$ cat config.mk
export PLATFORM = sky130hd
export DESIGN_NAME = uart_rx_fsm_flat
export DESIGN_NICKNAME = d
export VERILOG_FILES = /design/src/rtl/uart_rx_pkg.sv /design/src/rtl/uart_rx_fsm_if.sv /design/src/rtl/uart_rx_edge_bit_counter.sv /design/src/rtl/uart_rx_fsm.sv /design/src/flat_wrapper.sv
export SDC_FILE = /design/constraint.sdc
export NUM_CORES = 1
export LEC_CHECK = 0
export CORE_MARGIN = 5
export CORE_UTILIZATION = 55
export DETAILED_ROUTE_END_ITERATION = 8
export DONT_BUFFER_PORTS = 1
export PLACE_DENSITY = 0.7
export SYNTH_ARGS = -nofsm -noshare
export SYNTH_HDL_FRONTEND = slang
export SYNTH_SLANG_ARGS = --single-unit
$ cat constraint.sdc
create_clock -name clk -period 4.7 [get_ports clk]
set_input_delay 0.705 -clock clk [delete_from_list [all_inputs] [get_ports clk]]
set_output_delay 0.705 -clock clk [all_outputs]
set_load 0.02 [all_outputs]
$ cat src/rtl/uart_rx_pkg.sv
// Shared types and constants for the UART receiver frame sequencer.
// Holds the state encoding, the default frame width and the legal oversampling ratios.
package uart_rx_pkg;

  typedef enum logic [2:0] {
    IDLE   = 3'd0,
    START  = 3'd1,
    DATA   = 3'd2,
    PARITY = 3'd3,
    STOP   = 3'd4,
    DONE   = 3'd5
  } uart_rx_state_t;

  localparam int DATA_BITS_DEFAULT = 8;

  localparam logic [5:0] PRESCALE_8  = 6'd8;
  localparam logic [5:0] PRESCALE_16 = 6'd16;
  localparam logic [5:0] PRESCALE_32 = 6'd32;

  // Anything other than a supported ratio runs the frame at x8 oversampling.
  function automatic logic [5:0] legal_prescale(input logic [5:0] prescale);
    case (prescale)
      PRESCALE_8, PRESCALE_16, PRESCALE_32: return prescale;
      default:                              return PRESCALE_8;
    endcase
  endfunction

endpackage

$ cat src/rtl/uart_rx_fsm_if.sv
// Line, configuration and checker-flag inputs plus the enables and counters the
// sequencer drives toward the sampler, deserializer and checkers.
interface uart_rx_fsm_if;

  logic       RX_IN;
  logic       PAR_EN;
  logic [5:0] Prescale;
  logic       strt_glitch;
  logic       par_error;
  logic       stop_error;

  logic [4:0] edge_count;
  logic [3:0] bit_count;
  logic       dat_samp_en;
  logic       strt_check_en;
  logic       deser_en;
  logic       par_check_en;
  logic       stop_check_en;
  logic       data_valid;

  modport master (
    output RX_IN, PAR_EN, Prescale, strt_glitch, par_error, stop_error,
    input  edge_count, bit_count, dat_samp_en, strt_check_en, deser_en,
           par_check_en, stop_check_en, data_valid
  );

  modport slave (
    input  RX_IN, PAR_EN, Prescale, strt_glitch, par_error, stop_error,
    output edge_count, bit_count, dat_samp_en, strt_check_en, deser_en,
           par_check_en, stop_check_en, data_valid
  );

endinterface

$ cat src/rtl/uart_rx_edge_bit_counter.sv
// Oversample (edge) and bit counters for one UART frame.
// The edge counter wraps at Prescale_q-1 and carries into the bit counter.
module uart_rx_edge_bit_counter (
  input  logic       clk,
  input  logic       rst,
  input  logic       cnt_en,
  input  logic       cnt_clr,
  input  logic [5:0] Prescale_q,
  output logic [4:0] edge_count,
  output logic [3:0] bit_count,
  output logic       bit_end
);

  assign bit_end = ({1'b0, edge_count} == (Prescale_q - 6'd1));

  // NOTE: registers are updated with non-blocking assignments so every flop
  // samples the pre-edge value of its neighbours, matching real hardware.
  always_ff @(posedge clk or negedge rst) begin
    if (!rst) begin
      edge_count <= '0;
      bit_count  <= '0;
    end else if (cnt_clr) begin
      edge_count <= '0;
      bit_count  <= '0;
    end else if (cnt_en) begin
      if (bit_end) begin
        edge_count <= '0;
        bit_count  <= bit_count + 4'd1;
      end else begin
        edge_count <= edge_count + 5'd1;
      end
    end
  end

endmodule

$ cat src/rtl/uart_rx_fsm.sv
// UART receiver frame sequencer: walks start/data/parity/stop phases, enables the
// matching checker per phase, aborts on checker errors and flags good frames.
module uart_rx_fsm
  import uart_rx_pkg::*;
#(
  parameter int DATA_BITS = DATA_BITS_DEFAULT
) (
  input logic          clk,
  input logic          rst,
  uart_rx_fsm_if.slave bus
);

  uart_rx_state_t state, next_state;
  logic           par_en_q;
  logic [5:0]     Prescale_q;
  logic           cnt_en, cnt_clr, bit_end;
  logic           frame_start;
  logic [4:0]     edge_count;
  logic [3:0]     bit_count;

  uart_rx_edge_bit_counter u_counter (
    .clk        (clk),
    .rst        (rst),
    .cnt_en     (cnt_en),
    .cnt_clr    (cnt_clr),
    .Prescale_q (Prescale_q),
    .edge_count (edge_count),
    .bit_count  (bit_count),
    .bit_end    (bit_end)
  );

  always_ff @(posedge clk or negedge rst) begin
    if (!rst) state <= IDLE;
    else      state <= next_state;
  end

  // Configuration is frozen for the whole frame; mid-frame input changes wait for the next start.
  always_ff @(posedge clk or negedge rst) begin
    if (!rst) begin
      par_en_q   <= 1'b0;
      Prescale_q <= PRESCALE_8;
    end else if (frame_start) begin
      par_en_q   <= bus.PAR_EN;
      Prescale_q <= legal_prescale(bus.Prescale);
    end
  end

  // NOTE: every signal written here gets a default first, so no path can leave
  // one unassigned and infer a latch.
  always_comb begin
    next_state = state;
    cnt_en     = 1'b0;
    cnt_clr    = 1'b0;
    case (state)
      IDLE: begin
        cnt_clr = 1'b1;
        if (!bus.RX_IN) next_state = START;
      end
      START: begin
        cnt_en = 1'b1;
        if (bit_end) next_state = bus.strt_glitch ? IDLE : DATA;
      end
      DATA: begin
        cnt_en = 1'b1;
        if (bit_end && (bit_count == 4'(DATA_BITS)))
          next_state = par_en_q ? PARITY : STOP;
      end
      PARITY: begin
        cnt_en = 1'b1;
        if (bit_end) next_state = bus.par_error ? IDLE : STOP;
      end
      STOP: begin
        cnt_en = 1'b1;
        if (bit_end) next_state = bus.stop_error ? IDLE : DONE;
      end
      DONE: begin
        cnt_clr    = 1'b1;
        next_state = bus.RX_IN ? IDLE : START;
      end
      default: begin
        cnt_clr    = 1'b1;
        next_state = IDLE;
      end
    endcase
    // Aborts and frame completion both leave the counters at zero.
    if (next_state == IDLE || next_state == DONE) cnt_clr = 1'b1;
  end

  assign frame_start = (state == IDLE || state == DONE) && (next_state == START);

  assign bus.edge_count    = edge_count;
  assign bus.bit_count     = bit_count;
  assign bus.dat_samp_en   = (state == START) || (state == DATA) ||
                             (state == PARITY) || (state == STOP);
  assign bus.strt_check_en = (state == START);
  assign bus.deser_en      = (state == DATA);
  assign bus.par_check_en  = (state == PARITY);
  assign bus.stop_check_en = (state == STOP);
  assign bus.data_valid    = (state == DONE);

endmodule

$ cat src/flat_wrapper.sv
// flat-port wrapper written by rule: the top's interface ports become plain ports
module uart_rx_fsm_flat import uart_rx_pkg::*;
#(
  parameter int DATA_BITS = DATA_BITS_DEFAULT
)
  (clk, rst, bus_RX_IN, bus_PAR_EN, bus_Prescale, bus_strt_glitch, bus_par_error, bus_stop_error, bus_edge_count, bus_bit_count, bus_dat_samp_en, bus_strt_check_en, bus_deser_en, bus_par_check_en, bus_stop_check_en, bus_data_valid);
  uart_rx_fsm_if bus_i ();
  input logic clk;
  input logic rst;
  input wire logic [$bits(bus_i.RX_IN)-1:0] bus_RX_IN;
  input wire logic [$bits(bus_i.PAR_EN)-1:0] bus_PAR_EN;
  input wire logic [$bits(bus_i.Prescale)-1:0] bus_Prescale;
  input wire logic [$bits(bus_i.strt_glitch)-1:0] bus_strt_glitch;
  input wire logic [$bits(bus_i.par_error)-1:0] bus_par_error;
  input wire logic [$bits(bus_i.stop_error)-1:0] bus_stop_error;
  output wire logic [$bits(bus_i.edge_count)-1:0] bus_edge_count;
  output wire logic [$bits(bus_i.bit_count)-1:0] bus_bit_count;
  output wire logic [$bits(bus_i.dat_samp_en)-1:0] bus_dat_samp_en;
  output wire logic [$bits(bus_i.strt_check_en)-1:0] bus_strt_check_en;
  output wire logic [$bits(bus_i.deser_en)-1:0] bus_deser_en;
  output wire logic [$bits(bus_i.par_check_en)-1:0] bus_par_check_en;
  output wire logic [$bits(bus_i.stop_check_en)-1:0] bus_stop_check_en;
  output wire logic [$bits(bus_i.data_valid)-1:0] bus_data_valid;
  assign bus_i.RX_IN = bus_RX_IN;
  assign bus_i.PAR_EN = bus_PAR_EN;
  assign bus_i.Prescale = bus_Prescale;
  assign bus_i.strt_glitch = bus_strt_glitch;
  assign bus_i.par_error = bus_par_error;
  assign bus_i.stop_error = bus_stop_error;
  assign bus_edge_count = bus_i.edge_count;
  assign bus_bit_count = bus_i.bit_count;
  assign bus_dat_samp_en = bus_i.dat_samp_en;
  assign bus_strt_check_en = bus_i.strt_check_en;
  assign bus_deser_en = bus_i.deser_en;
  assign bus_par_check_en = bus_i.par_check_en;
  assign bus_stop_check_en = bus_i.stop_check_en;
  assign bus_data_valid = bus_i.data_valid;
  uart_rx_fsm #(.DATA_BITS(DATA_BITS)) u_core (.clk(clk), .rst(rst), .bus(bus_i));
endmodule
==> impl_metrics.tcl, run 1 <==
set metrics [dict create \
    status "finished clean" \
    io_pins 28 \
    clockBufferDepth 2 \
    insertion_delay_ps 300 \
    reg2reg_depth 6 \
    critPathKind "reg -> out" \
    cp_slowest_cell "dfrtp_1" \
    core_um2 2190 \
    power_density_nw_per_um2 532 \
    ys_seq_area_frac 0.385 \
    cp_top_family "flip-flops" \
    fin_area_um2 1290 \
    htreeDepth 1 \
    startpoint_type "flip-flop" \
    grt_pass1_vias 947 \
    cts_num_sinks 19 \
    fin_setup_tns_ps 0 \
    remaining_drc_errors 0 \
    crit_chain "nor2_1 > xor2_1 > inv_1" \
    cts_setup_buffers 0 \
    tritoncts "built" \
    endpoint_kind "primary output" \
    finalSetupViolations 0 \
    drive_gt1_frac 0.162 \
    die_h_um 57.5 \
    period_needed_ps 2260 \
    synth_top_cells_by_area "dfrtp_1, xnor2_1, ha_1" \
    min_path_type "in -> async" \
    post_cts_resized 0 \
    layout.nets 148 \
    grt_overflow 0 \
    p_int_uw 370 \
    yosysTopAreaCell "dfrtp_1" \
    p_clk_frac 0.121 \
    p_seq_frac 0.436 \
    yosysMostFrequentCell "dfrtp_1" \
    antenna_found_initial 0 \
    port_buffers 0 \
    fin_crit_sh 0.481 \
    crit_required_ps 3990 \
    crit_buf_inv 1 \
    cts_root_buf "clkbuf_4" \
    cp.arrival_ps 1560 \
    switchingPower_uw 316 \
    swShare 0.460 \
    initial_core_util 0.565 \
    hold_viol_final 0 \
    p_leak_nw 0.544 \
    cts_made_buffers 3 \
    layout-area-overhead-vs-synth_pct 4.04 \
    syn_avg_cell_area_um2 9.68 \
    placed_cells 154 \
    ys_warn_count 0 \
    power_uw 686 \
    rsz0062_at_grt "false" \
    tightest_slew_ps 557 \
    worst-path-max-fanout 11 \
    clock_skew_ps 8.28 \
    placementRows 17 \
    slew_violations 0 \
    r2r-start "u_core.u_counter.edge_count[2]$_DFFE_PN0P_" \
    synthFlopType "dfrtp_1" \
    r2r-end "u_core.u_counter.bit_count[0]$_DFFE_PN0P_" \
    wl_mm 2.31 \
    wl_per_cell_um 14.6 \
    synthArstFlopShare 1.00 \
    critPathMaxStageDelay_ps 500 \
    ys_types 46 \
    grt_max_degree 20 \
    relSlewSlack 0.624 \
    clock.fmax_mhz 442 \
    synth_top_area_frac 0.364 \
    syn_area_um2 1240 \
    rrSetupSlack_ps 2600 \
    dp_hpwl_mm 1.86 \
    gp_congestion 0.809 \
    viasPerCell 5.63 \
    dr_total_vias 889 \
    ir_drop_mv 0.301 \
    syn_inst 128 \
    fin_util 0.588 \
    place_area_um2 1260 \
    dr.pass1.iters 4 \
    yosys-top-cells-count "dfrtp_1, nor2_1, inv_1" \
    grtUsageTotal 0.162 \
    max-cap-violations 0 \
    fin_cells 158 \
    drt_first_iter_violations 37 \
    path_clk_slew_ps 110 \
    synth_edf_count 0 \
    grt_pass1_wl_mm 4.22 \
    p_comb_frac 0.443 \
    fp.dieW_um 57.5 \
    die-area_um2 3300 \
    diodes 0 \
    cts-hold-fix-buffers 0 \
    synth_seq_cells 19 \
    drtAntennaViolNets 0 \
    syn-num-nets 145 \
]
==> cells in the final DEF (no fill, tap or decap), types with 2 or more instances in the layout <==
cell type and n:
a211oi_1 4, a21oi_1 6, clkbuf_4 3, dfrtp_1 18, ha_1 4, inv_1 11, nand2_1 6, nand2b_1 3
nand3_1 6, nor2_1 12, nor2b_1 4, nor3_1 2, o21ai_0 5, o31ai_1 2, o41ai_1 2, xnor2_1 8
xor2_1 5
==> cell families after synthesis <==
family	synth area share
fa+ha+maj	0.0404
buf+inv	0.0424
flops	0.385
mux	0.00909
xor+xnor	0.0919
compound gates	0.171
simple gates	0.261
==> power groups by stage <==
stage	combinational [mW]	sequential [mW]	clock, mW
2_1_floorplan	0.286	0.275	0
3_3_place_gp	0.300	0.305	0
3_5_place_dp	0.307	0.303	0
4_1_cts	0.308	0.300	0.0875
5_1_grt	0.342	0.313	0.0958
6_report	0.304	0.299	0.0827
==> routing by layer <==
layer	share of wire	up-vias	GRT usage
li1	-	450	-
met1	0.43	410	0.186
met2	0.49	25	0.285
met3	0.066	4	0.0430
met4	0.012	0	0.0596
met5	0	-	0
==> how the worst max path moves through the flow <==
stage                                               start                                         end  depth (start not counted)
6_report                        u_core.state[0]$_DFF_PN0_                             bus_dat_samp_en                          3
3_3_place_gp   u_core.u_counter.edge_count[2]$_DFFE_PN0P_  u_core.u_counter.edge_count[3]$_DFFE_PN0P_                          5
3_5_place_dp   u_core.u_counter.edge_count[2]$_DFFE_PN0P_   u_core.u_counter.bit_count[0]$_DFFE_PN0P_                          6
5_1_grt                         u_core.state[0]$_DFF_PN0_                             bus_dat_samp_en                          3
4_1_cts                         u_core.state[0]$_DFF_PN0_                             bus_dat_samp_en                          3
2_1_floorplan  u_core.u_counter.edge_count[2]$_DFFE_PN0P_   u_core.u_counter.bit_count[0]$_DFFE_PN0P_                          6
==> area by class of cell <==
type	count	area, um2
tap	28	35.0
sequential	19	477
fill	214	902
inverter	11	41.3
clock buffer	4	26.3
multi-input combinational	96	709
==> sequential cells by signal (all words and copies together) (netlist names) <==
register	flops
u_core.Prescale_q	6
u_core.par_en_q	1
u_core.state	3
u_core.u_counter.bit_count	4
u_core.u_counter.edge_count	5
==> through the flow <==
| step | setup slack [ps] | hold WS (ps) |
|---|---|---|
| after global placement | 2650 | 410 |
| final | 2440 | 84.0 |
| after detailed placement | 2600 | 410 |
| after floorplan | 2780 | 409 |
| after CTS | 2420 | 71.3 |
| after global routing | 2320 | 48.0 |
(Power assumes the default switching activity.)
==> run 2: changes to the inputs <==
--- a/config.mk
+++ b/config.mk
@@ -9,7 +9,7 @@
 export CORE_UTILIZATION = 55
 export DETAILED_ROUTE_END_ITERATION = 8
 export DONT_BUFFER_PORTS = 1
-export PLACE_DENSITY = 0.7
+export PLACE_DENSITY = 0.73
 export SYNTH_ARGS = -nofsm -noshare
 export SYNTH_HDL_FRONTEND = slang
 export SYNTH_SLANG_ARGS = --single-unit
==> constraint.sdc (replaced) <==
create_clock -name clk -period 1.91 [get_ports clk]
set_input_delay 0.2865 -clock clk [delete_from_list [all_inputs] [get_ports clk]]
set_output_delay 0.2865 -clock clk [all_outputs]
set_load 0.02 [all_outputs]
==> impl_metrics.tcl, run 2 (synthesized netlist as in run 1, its figures left out) <==
set metrics [dict create \
    layout.nets 172 \
    reg2reg_depth 6 \
    max-cap-violations 0 \
    grt_pass1_vias 1040 \
    n_fill_cell 172 \
    p_leak_nw 0.680 \
    htreeDepth 1 \
    power_density_nw_per_um2 1310 \
    min_path_cells 1 \
    startpoint_type "flip-flop" \
    dr_total_vias 1044 \
    status "finished with violations" \
    fp.dieW_um 57.5 \
    whs_endpoint "u_core.Prescale_q[5]$_DFFE_PN0P_" \
    cts_root_buf "clkbuf_4" \
    io_pins 28 \
    layout-area-overhead-vs-synth_pct 25.9 \
    hold_viol_final 0 \
    clock.fmax_mhz 501 \
    place_area_um2 1420 \
    die-area_um2 3300 \
    cts_num_sinks 19 \
    r2r-end "u_core.u_counter.bit_count[1]$_DFFE_PN0P_" \
    grt_max_degree 20 \
    layout_commonest_cell "buf_4" \
    drt_first_iter_violations 40 \
    relSlewSlack 0.426 \
    ir_drop_mv 0.971 \
    cp.arrival_ps 2220 \
    port_buffers 0 \
    min_path_type "in -> reg" \
    r2r-start "u_core.Prescale_q[2]$_DFFE_PN0P_" \
    rsz0062_at_grt "true" \
    initial_core_util 0.565 \
    endpoint_kind "flip-flop" \
    placed_cells 175 \
    largest_register_ffs 6 \
    slew_violations 0 \
    tritoncts "built" \
    cts_made_buffers 3 \
    drtAntennaViolNets 0 \
    path_clk_slew_ps 110 \
    pre_cts_slack_ps -198 \
    critPathKind "reg -> reg" \
    drive_gt1_frac 0.364 \
    mostFrequentLayoutCells "buf_4, dfrtp_1, nor2_1" \
    period_needed_ps 2000 \
    dr.pass1.iters 7 \
    rrSetupSlack_ps -90 \
    fin_area_um2 1560 \
    fin_crit_sh 1.04 \
    finalSetupViolations 6 \
    finalWorstSetupSlack_ps -85.1 \
    core_um2 2190 \
    placementRows 17 \
    grtUsageTotal 0.189 \
    largestRegisters "u_core.Prescale_q x6, u_core.u_counter.edge_count x5, u_core.u_counter.bit_count x4" \
    dp_hpwl_mm 2.19 \
    insertion_delay_ps 300 \
    remaining_drc_errors 0 \
    viasPerCell 5.74 \
    tightest_slew_ps 858 \
    die_h_um 57.5 \
    crit_required_ps 2130 \
    clock_skew_ps 2.68 \
    worst-path-max-fanout 5 \
    gp_congestion 0.886 \
    grt_overflow 0 \
    top_register "u_core.Prescale_q" \
    clockBufferDepth 2 \
    wl_mm 2.89 \
    antenna_found_initial 0 \
    fin_cells 182 \
    grt_pass1_wl_mm 4.87 \
    wl_per_cell_um 15.9 \
    power_mw 2.04 \
    violations "setup timing" \
    diodes 0 \
    min_from "bus_Prescale[4]" \
]
==> run 2: how the worst max path moves through the flow <==
| stage | to | depth (start not counted) | start |
|---|---|---|---|
| floorplan | u_core.state[2]$_DFF_PN0_ | 7 | u_core.Prescale_q[0]$_DFFE_PN0P_ |
| global placement | u_core.u_counter.bit_count[1]$_DFFE_PN0P_ | 8 | u_core.Prescale_q[0]$_DFFE_PN0P_ |
| detailed placement | u_core.u_counter.bit_count[1]$_DFFE_PN0P_ | 8 | u_core.Prescale_q[0]$_DFFE_PN0P_ |
| CTS | u_core.u_counter.bit_count[1]$_DFFE_PN0P_ | 6 | u_core.Prescale_q[3]$_DFFE_PN1P_ |
| global route | u_core.u_counter.bit_count[1]$_DFFE_PN0P_ | 6 | u_core.Prescale_q[2]$_DFFE_PN0P_ |
| finish | u_core.u_counter.bit_count[1]$_DFFE_PN0P_ | 6 | u_core.Prescale_q[2]$_DFFE_PN0P_ |
==> run 2: area by class of cell <==
cell class / count / area, um2 / area share
timing repair buffer: 24 / 190 / 0.122
tap: 28 / 35.0 / 0.0225
inverter: 11 / 41.3 / 0.0265
sequential: 19 / 478 / 0.307
clock buffer: 3 / 22.5 / 0.0144
multi-input combinational: 96 / 787 / 0.505
clock inverter: 1 / 5.00 / 0.00321
==> run 2: metrics by stage <==
stage | setup TNS (ps) | hold WS (ps) | utilization
after floorplan | 0 | -9.09 | -
after global placement | -186 | -8.59 | 0.649
after detailed placement | -689 | -8.61 | 0.649
after CTS | -386 | 58.1 | 0.698
after global routing | -961 | 49.1 | 0.712
final | -303 | 65.2 | 0.712
==> run 2: worst max-delay path, stage by stage (launching register included) <==
cell and delay (ps):
dfrtp_1 390, or2_1 250, or4_4 510, nand4_4 160, o31ai_4 80, a21o_1 260
a211oi_2 260
==> run 2: routing by layer <==
layer	global-route usage	share of wire	vias up
met4	0.0331	0.0087	0
met5	0	0	-
met2	0.319	0.49	36
met1	0.249	0.43	501
li1	-	-	502
met3	0.0452	0.072	5
==> run 2: where the power goes <==
group	switching (mW)	leakage (nW)	internal, mW
registers	0.0893	0.247	0.514
clock network	0.129	0.0177	0.0782
logic	0.710	0.416	0.522
total	0.928	0.680	1.11
==> run 2: repair_timing <==
action	CTS	global route
endpoints found under the setup margin	6	8
buffers inserted	2	0
hold endpoints to repair	19	0
gates resized for setup	11	5
pin swaps	6	3
hold buffers	1	0
gates cloned	0	0
==> run 3: changes to the inputs <==
--- a/config.mk
+++ b/config.mk
@@ -5,7 +5,6 @@
 export SDC_FILE = /design/constraint.sdc
 export NUM_CORES = 1
 export LEC_CHECK = 0
-export CORE_MARGIN = 5
 export CORE_UTILIZATION = 55
 export DETAILED_ROUTE_END_ITERATION = 8
 export DONT_BUFFER_PORTS = 1
==> impl_metrics.tcl, run 3 (synthesized netlist as in run 1, its figures left out) <==
set metrics [dict create \
    status "finished with violations" \
    violations "setup timing" \
    n_fill_cell 144 \
    gp_congestion 0.909 \
    die-area_um2 2450 \
    fp.dieW_um 49.5 \
    dr_total_vias 1089 \
    insertion_delay_ps 300 \
    critPathMaxStageDelay_ps 520 \
    tritoncts "built" \
    fin_cells 186 \
    hold_viol_final 0 \
    viasPerCell 5.85 \
    fin_crit_sh 1.07 \
    die_h_um 49.5 \
    cts_root_buf "clkbuf_4" \
    layout-area-overhead-vs-synth_pct 30.4 \
    clock.fmax_mhz 491 \
    grtUsageTotal 0.257 \
    crit_buf_inv 0 \
    cts_num_sinks 19 \
    relSlewSlack 0.382 \
    placementRows 16 \
    worst-path-max-fanout 5 \
    core_um2 2040 \
    crit_required_ps 2090 \
    grt_pass1_wl_mm 4.80 \
    antenna_found_initial 0 \
    startpoint_type "flip-flop" \
    power_mw 2.14 \
    period_needed_ps 2040 \
    cp.arrival_ps 2210 \
    min_path_type "in -> reg" \
    grt_pass1_vias 1076 \
    io_pins 28 \
    port_buffers 0 \
    critPathKind "reg -> reg" \
    holdWs_ps 63.3 \
    p_leak_nw 0.704 \
    initial_core_util 0.607 \
    clock_skew_ps 6.72 \
    grt_max_degree 20 \
    cp_top_family "simple AND/OR/NAND/NOR gates" \
    clockBufferDepth 2 \
    placed_cells 176 \
    diodes 0 \
    finalSetupViolations 7 \
    max-cap-violations 0 \
    remaining_drc_errors 0 \
    mostFrequentLayoutCells "buf_4, dfrtp_1, inv_1" \
    dp_hpwl_mm 2.06 \
    layout.nets 177 \
    top_register "u_core.Prescale_q" \
    slew_violations 0 \
    rsz0062_at_grt "true" \
    largest_register_ffs 6 \
    finalWorstSetupSlack_ps -128 \
    wl_per_cell_um 16.1 \
    drt_first_iter_violations 30 \
    wl_mm 3.00 \
    crit_chain "or2_4 > or4_4 > nand4_4 > nor2_4 > o31ai_4 > a211oi_1" \
    tightest_slew_ps 924 \
    layout_commonest_cell "buf_4" \
    largestRegisters "u_core.Prescale_q x6, u_core.u_counter.edge_count x5, u_core.u_counter.bit_count x4" \
    cp_slowest_cell "or4_4" \
    ir_drop_mv 0.967 \
    grt_overflow 0 \
    power_density_nw_per_um2 1320 \
    drtAntennaViolNets 0 \
    drive_gt1_frac 0.421 \
    dr.pass1.iters 4 \
    path_clk_slew_ps 110 \
    htreeDepth 1 \
    endpoint_kind "flip-flop" \
    cts_made_buffers 3 \
]
-- run 3: cell types whose count changed in the layout (fill, tap and decap cells not counted), sizes merged --
cell,previous run,this run
clkbuf,3,4
buf,23,28
clkinv,1,0
-- run 3: cell type report --
class | count | area [um2] | share of cell area
Clock buffer | 4 | 26.3 | 0.0163
Inverter | 11 | 41.3 | 0.0256
Multi-Input combinational cell | 96 | 808 | 0.500
Sequential cell | 19 | 478 | 0.296
Tap cell | 27 | 33.8 | 0.0209
Timing Repair Buffer | 29 | 228 | 0.141
-- run 3: final timing paths --
kind,endpoint,from,slack [ps],depth (start not counted)
max,u_core.u_counter.bit_count[3]$_DFFE_PN0P_,u_core.Prescale_q[2]$_DFFE_PN0P_,-130,6
min,u_core.Prescale_q[5]$_DFFE_PN0P_,bus_Prescale[4],60,1
max reg2reg,u_core.u_counter.bit_count[3]$_DFFE_PN0P_,u_core.Prescale_q[2]$_DFFE_PN0P_,-130,6
min reg2reg,u_core.Prescale_q[3]$_DFFE_PN1P_,u_core.Prescale_q[3]$_DFFE_PN1P_,520,2
max in group asynchronous,u_core.u_counter.edge_count[2]$_DFFE_PN0P_,rst,740,1
min in group asynchronous,u_core.u_counter.edge_count[4]$_DFFE_PN0P_,rst,560,1
-- run 3: metrics by stage --
stage	worst slack, ps	area, um2	setup TNS [ps]	util
after floorplan	30.6	1240	0	-
final	-128	1620	-643	0.791
after CTS	-46.4	1560	-139	0.764
after global placement	5.41	1440	0	0.703
after global routing	-191	1620	-1010	0.791
after detailed placement	-47.7	1440	-181	0.703
-- run 3: per-layer routing --
metal	routed length [um]	track usage	vias to the layer above	part of all wire
met1	1340	0.330	532	0.45
met4	39	0.0905	0	0.013
met3	174	0.0370	5	0.058
li1	-	-	513	-
met5	0	0	-	0
met2	1450	0.441	39	0.48
-- run 3: repair_timing --
action	4_1_cts	5_1_grt
gates resized for setup	15	10
hold buffers	1	0
pin swaps	11	2
hold endpoints to repair	19	0
setup endpoints to repair	7	12
setup buffers	3	2
-- run 3: power by group --
| group | switching, mW | total [mW] | internal (mW) |
|---|---|---|---|
| Sequential | 0.116 | 0.630 | 0.514 |
| Combinational | 0.733 | 1.30 | 0.570 |
| Clock | 0.126 | 0.207 | 0.0815 |
| Total | 0.974 | 2.14 | 1.17 |
